File: src/rtl/nrisc_mc_core.sv
// nrisc_mc_core: multicycle nRisc core with separate req/ack instruction and
// data memory ports. Instructions run through FETCH/DECODE/EXEC/MEM/WB and
// retire one at a time; Retire pulses the cycle after each completion.
module nrisc_mc_core #(
    parameter int               WIDTH    = 8,
    parameter int               NREGS    = 8,
    parameter logic [WIDTH-1:0] RESET_PC = '0
) (
    input  logic             Clock,
    input  logic             Reset,
    output logic             IMemReq,
    output logic [WIDTH-1:0] IMemAddr,
    input  logic [15:0]      IMemRdata,
    input  logic             IMemAck,
    output logic             DMemReq,
    output logic             DMemWe,
    output logic [WIDTH-1:0] DMemAddr,
    output logic [WIDTH-1:0] DMemWdata,
    input  logic [WIDTH-1:0] DMemRdata,
    input  logic             DMemAck,
    output logic             Retire,
    output logic [WIDTH-1:0] PCOut,
    output logic             Halted
);

    localparam logic [2:0] S_FETCH  = 3'd0;
    localparam logic [2:0] S_DECODE = 3'd1;
    localparam logic [2:0] S_EXEC   = 3'd2;
    localparam logic [2:0] S_MEM    = 3'd3;
    localparam logic [2:0] S_WB     = 3'd4;
    localparam logic [2:0] S_HALT   = 3'd5;

    localparam logic [3:0] OP_ADD  = 4'h0;
    localparam logic [3:0] OP_SUB  = 4'h1;
    localparam logic [3:0] OP_AND  = 4'h2;
    localparam logic [3:0] OP_OR   = 4'h3;
    localparam logic [3:0] OP_SLT  = 4'h4;
    localparam logic [3:0] OP_ADDI = 4'h5;
    localparam logic [3:0] OP_LD   = 4'h6;
    localparam logic [3:0] OP_ST   = 4'h7;
    localparam logic [3:0] OP_BEQ  = 4'h8;
    localparam logic [3:0] OP_JMP  = 4'h9;
    localparam logic [3:0] OP_JR   = 4'hA;
    localparam logic [3:0] OP_HALT = 4'hF;

    logic [2:0]       state;
    logic [WIDTH-1:0] pc;
    logic [15:0]      ir;
    logic [WIDTH-1:0] opa;      // rs value
    logic [WIDTH-1:0] opb;      // rt value
    logic [WIDTH-1:0] opd;      // rd value (BEQ compare, store data)
    logic [WIDTH-1:0] ld_data;
    // r0 is hard-wired to zero, so only r1..r(NREGS-1) are stored
    logic [WIDTH-1:0] regs [NREGS-1:1];

    logic [WIDTH-1:0] rd_a, rd_b, rd_d;
    logic [WIDTH-1:0] imm, pc_inc, pc_exec, agu, alu_res, wr_val;
    logic             alu_wr, wr_en;
    logic [3:0]       op;

    assign op       = ir[15:12];
    assign IMemAddr = pc;
    assign PCOut    = pc;

    // Register-file read ports; r0 and indices beyond NREGS read as zero
    always_comb begin
        rd_a = '0;
        rd_b = '0;
        rd_d = '0;
        for (int i = 1; i < NREGS; i++) begin
            if (ir[7:4] == 4'(i))  rd_a = regs[i];
            if (ir[3:0] == 4'(i))  rd_b = regs[i];
            if (ir[11:8] == 4'(i)) rd_d = regs[i];
        end
    end

    // ALU result, address generation and next-PC selection for EXEC
    always_comb begin
        imm     = {{(WIDTH-4){ir[3]}}, ir[3:0]};
        pc_inc  = pc + WIDTH'(1);
        agu     = opa + imm;
        pc_exec = pc_inc;
        alu_res = '0;
        alu_wr  = 1'b0;
        case (op)
            OP_ADD:  begin alu_res = opa + opb; alu_wr = 1'b1; end
            OP_SUB:  begin alu_res = opa - opb; alu_wr = 1'b1; end
            OP_AND:  begin alu_res = opa & opb; alu_wr = 1'b1; end
            OP_OR:   begin alu_res = opa | opb; alu_wr = 1'b1; end
            OP_SLT:  begin alu_res = (opa < opb) ? WIDTH'(1) : '0; alu_wr = 1'b1; end
            OP_ADDI: begin alu_res = opa + imm; alu_wr = 1'b1; end
            OP_BEQ:  if (opd == opa) pc_exec = pc_inc + imm;
            OP_JMP:  pc_exec = WIDTH'(ir[11:0]);
            OP_JR:   pc_exec = opa;
            default: ;
        endcase
    end

    // Register write happens on the EXEC->FETCH or WB->FETCH edge
    always_comb begin
        wr_en  = 1'b0;
        wr_val = alu_res;
        if (state == S_EXEC && alu_wr) begin
            wr_en = 1'b1;
        end else if (state == S_WB) begin
            wr_en  = 1'b1;
            wr_val = ld_data;
        end
    end

    // Register file: cleared by reset, writes to r0 / out-of-range dropped
    always_ff @(posedge Clock) begin
        if (Reset) begin
            for (int i = 1; i < NREGS; i++) regs[i] <= '0;
        end else if (wr_en) begin
            for (int i = 1; i < NREGS; i++)
                if (ir[11:8] == 4'(i)) regs[i] <= wr_val;
        end
    end

    // Main control FSM: handshakes, PC update and retire/halt flags
    always_ff @(posedge Clock) begin
        if (Reset) begin
            state     <= S_FETCH;
            pc        <= RESET_PC;
            IMemReq   <= 1'b0;
            DMemReq   <= 1'b0;
            DMemWe    <= 1'b0;
            DMemAddr  <= '0;
            DMemWdata <= '0;
            Retire    <= 1'b0;
            Halted    <= 1'b0;
        end else begin
            Retire <= 1'b0;
            case (state)
                S_FETCH: begin
                    // Req is low only on the first fetch after reset
                    if (!IMemReq) begin
                        IMemReq <= 1'b1;
                    end else if (IMemAck) begin
                        ir      <= IMemRdata;
                        IMemReq <= 1'b0;
                        state   <= S_DECODE;
                    end
                end
                S_DECODE: begin
                    opa   <= rd_a;
                    opb   <= rd_b;
                    opd   <= rd_d;
                    state <= S_EXEC;
                end
                S_EXEC: begin
                    if (op == OP_LD || op == OP_ST) begin
                        DMemReq   <= 1'b1;
                        DMemWe    <= (op == OP_ST);
                        DMemAddr  <= agu;
                        DMemWdata <= opd;
                        state     <= S_MEM;
                    end else if (op == OP_HALT) begin
                        Halted <= 1'b1;
                        Retire <= 1'b1;
                        state  <= S_HALT;
                    end else begin
                        pc      <= pc_exec;
                        IMemReq <= 1'b1;
                        Retire  <= 1'b1;
                        state   <= S_FETCH;
                    end
                end
                S_MEM: begin
                    if (DMemAck) begin
                        DMemReq <= 1'b0;
                        DMemWe  <= 1'b0;
                        if (DMemWe) begin
                            pc      <= pc_inc;
                            IMemReq <= 1'b1;
                            Retire  <= 1'b1;
                            state   <= S_FETCH;
                        end else begin
                            ld_data <= DMemRdata;
                            state   <= S_WB;
                        end
                    end
                end
                S_WB: begin
                    pc      <= pc_inc;
                    IMemReq <= 1'b1;
                    Retire  <= 1'b1;
                    state   <= S_FETCH;
                end
                S_HALT: ;
                default: state <= S_FETCH;
            endcase
        end
    end

endmodule

File: config.mk
export PLATFORM = sky130hd
export DESIGN_NAME = nrisc_mc_core
export DESIGN_NICKNAME = d
export VERILOG_FILES = /design/src/rtl/nrisc_mc_core.sv
export SDC_FILE = /design/constraint.sdc
export NUM_CORES = 1
export LEC_CHECK = 0
export ABC_AREA = 1
export CAP_MARGIN = 20
export CELL_PAD_IN_SITES_DETAIL_PLACEMENT = 1
export CELL_PAD_IN_SITES_GLOBAL_PLACEMENT = 2
export CORE_MARGIN = 2
export CORE_UTILIZATION = 39
export DETAILED_ROUTE_END_ITERATION = 7
export DONT_BUFFER_PORTS = 1
export GPL_TIMING_DRIVEN = 0
export PLACE_DENSITY_LB_ADDON = 0.1
export SLEW_MARGIN = 20
export SYNTH_ARGS = -nofsm -noshare
export SYNTH_HDL_FRONTEND = slang
export SYNTH_SLANG_ARGS = --single-unit
File: constraint.sdc
create_clock -name Clock -period 3.2 [get_ports Clock]
set_input_delay 0.16 -clock Clock [delete_from_list [all_inputs] [get_ports Clock]]
set_output_delay 0.16 -clock Clock [all_outputs]
set_load 0.005 [all_outputs]
==> results.yml <==
status:
  status: "finished clean"
clock_network:
  insertion_delay_ns: 0.43
  clockBufferDepth: 2
  numCtsBuffers: 17
  path_clk_slew_ns: 0.07
  cts_tree: "done"
  cts_resized: 0
  cts_htree_levels: 4
  cts_root_buffer: "clkbuf_16"
  clock_sinks: 136
  cts_setup_buffers: 0
timing:
  hold_viol_final: 0
  rsz0062_at_grt: "no"
  layout_min_cycle_time_ns: 2.86
  max_slew_margin_pct: 24.3
  post-route-period-util_pct: 89.5
  final_max_slew_viol_count: 0
  worst_pin_slew_ns: 1.13
  setup_viol: 0
  clock_skew_ns: 0.0140
  timing.fmax_mhz: 349
die:
  pin_count: 65
  start_util_pct: 39.3
  die_area_um2: 23000
  rows: 54
  dieWidth_um: 152
  coreArea_um2: 21600
  fp.dieH_um: 152
final_layout:
  multi_input_comb_area_um2: 4050
  area_delta_synth_final_pct: 14.5
  seq_area_um2: 3760
  antenna_cells: 0
  n_fill_cell: 2648
  drive_gt1_share_pct: 9.06
  fin_nets: 1163
  stdcell_count: 1384
power_and_ir_drop:
  power_mw: 5.52
  vdd_drop_max_mv: 0.294
  switching_share_pct: 35.6
  total_leakage_power_nw: 3.99
  clockPowerShare_pct: 35.4
  p_switching_mw: 1.96
  powerDensity_nw_per_um2: 567
  seqPwrFrac_pct: 40.0
  intPower_mw: 3.55
  combPwrFrac_pct: 24.7
critical_path:
  crit_arrival_ns: 3.03
  critical_path_class: "flop to flop"
  crit_chain: "inv_1 > ha_1 > buf_2 > inv_1 > nand4_1 > nand3_1 > nand2_1 > a21oi_1 > o21ai_0 > nand2_1 > a21oi_1"
  critPathSlowestCell: "edfxtp_1"
  slowest_delay_ns: 0.50
  required_ns: 3.37
  path_max_fanout: 7
  end_kind: "flop"
  startpoint_type: "flop"
synth:
  synthDistinctLibCells: 47
  ys_seq_area_share_pct: 44.2
  synth_top_area_cell: "edfxtp_1"
  synth_area_leaders: "edfxtp_1 37%, nand2_1 10%, dfxtp_1 7.5%"
  synth_most_common_cell: "nand2_1"
  synthArstFlopShare_pct: 0
  ys_warn_count: 0
  synth_edf_count: 104
  netlist_area_um2: 8510
  syn_inst: 1042
  synthesis.nets: 1114
  ys_ff_latch: 136
  synth_top_area_share_pct: 36.7
  synth_flop_cell: "edfxtp_1"
  synth_common_cells: "237 x nand2_1, 143 x inv_1, 104 x edfxtp_1, 103 x a21oi_1, 87 x nor2_1"
  avgSynthCellArea_um2: 8.16
drt:
  wire_per_inst_um: 20.5
  wl_met1_mm: 13.5
  initialDrtViolationCount: 415
  drt_wl_total_mm: 28.3
  firstDrtPassIters: 5
  wl_met2_mm: 13.2
  vias_per_cell: 5.40
  drc: 0
  wl_met3_mm: 1.06
  vias: 7471
  routed.top_layer: "met4"
  ant_nets: 0
hold_path:
  hold_path.class: "input port to flop"
place:
  place_congestion: 0.847
  port_buffers: 0
  dp_cells: 1326
  dp_hpwl_mm: 22.7
grt:
  grt_pass1_vias: 7374
  grt_pass1_wl_mm: 43.3
  grt_max_degree: 17
  grt_use_total_pct: 25.5
  grt_remaining_overflow: 0
  antenna_found_initial: 0
job:
  maxCapViolations: 0
-- routing by layer --
layer / vias to the layer above / global-route usage (%)
li1: 3648 / -
met1: 3625 / 35.3
met2: 164 / 41.3
met3: 34 / 3.65
met4: 0 / 7.73
met5: - / 0
-- critical path: cells and delay by family, from the launching register on --
family                   cells  cell delay (ns)
adder cells (fa/ha/maj)      1             0.31
buffers and inverters        3             0.45
flip-flops                   1             0.50
AND/OR/NAND/NOR              4             0.62
AO/OA/AOI/OAI                3             0.70
-- layout make-up --
class                           count  share of cell area (%)
Sequential cell                   136                    38.6
Buffer                             23                    1.48
Clock buffer                       17                    4.37
Timing Repair Buffer               30                    2.95
Multi-Input combinational cell    732                    41.6
Tap cell                          280                    3.60
Inverter                          151                    5.87
Clock inverter                     15                    1.54
-- state kept, by name, indices dropped and copies added, names as in the netlist --
name	count
opa	8
ir	16
state	3
DMemWdata	8
Halted	1
opd	8
Retire	1
IMemAddr	8
IMemReq	1
DMemWe	1
ld_data	8
regs	56
opb	8
DMemReq	1
DMemAddr	8
-- placed cells by master, fill, tap and decap left out, types with 12 or more instances in the layout --
cell / instances
nand2_1: 237
inv_1: 143
edfxtp_1: 104
a21oi_1: 103
nor2_1: 87
nand3_1: 61
o21ai_0: 46
ha_1: 40
dfxtp_1: 32
o22ai_1: 31
dlygate4sd3_1: 26
clkbuf_16: 17
nand4_1: 16
a221oi_1: 12
xnor2_1: 12
buf_4: 12
-- cell families (layout without fill, tap and decap cells) --
group	count (synthesis)	after routing	share of synthesized area [%]
adders and majority gates	44	44	6.82
DFF	136	136	44.2
muxes	1	1	0.265
AOI/OAI and AO/OA	234	234	16.2
xor gates and xnor gates	17	17	1.75
and+or+nand+nor	436	436	22.3
buffers and inverters	174	236	8.41
-- power groups by stage --
| stage | combinational, mW | sequential, mW | clock [mW] |
|---|---|---|---|
| 6_report | 1.36 | 2.21 | 1.95 |
| 2_1_floorplan | 0.946 | 2.19 | 0 |
| 3_3_place_gp | 1.30 | 2.25 | 0 |
| 3_5_place_dp | 1.32 | 2.25 | 0 |
| 5_1_grt | 1.52 | 2.23 | 2.05 |
| 4_1_cts | 1.36 | 2.21 | 1.98 |
-- worst paths after layout --
path,slack (ns),start,endpoint,depth (start not counted)
worst max-delay path,0.34,opa[2],regs[0][48],11
worst min register to register,0.47,Halted,Halted,2
worst max register to register,0.34,opa[2],regs[0][48],11
worst min-delay path,0.02,Reset,ir[14],1
-- repair_timing --
item,in CTS,in global routing
endpoints found under the setup margin,0,0
hold buffers,26,0
hold endpoints to repair,30,0
-- stage by stage --
stage / setup WS [ns] / TNS [ns] / util [%] / hold WS (ns) / instance area [µm²]
after detailed placement: 0.393 / 0 / 41.1 / 0.259 / 8890
after global routing: 0.0921 / 0 / 45.1 / 0.0214 / 9740
after global placement: -0.440 / -11.76 / 41.0 / 0.259 / 8860
after floorplan: 0.392 / 0 / - / 0.259 / 8510
final: 0.337 / 0 / 45.1 / 0.0176 / 9740
after CTS: 0.370 / 0 / 45.0 / 0.00627 / 9730
No activity file was read; power rests on OpenSTA's default activity.
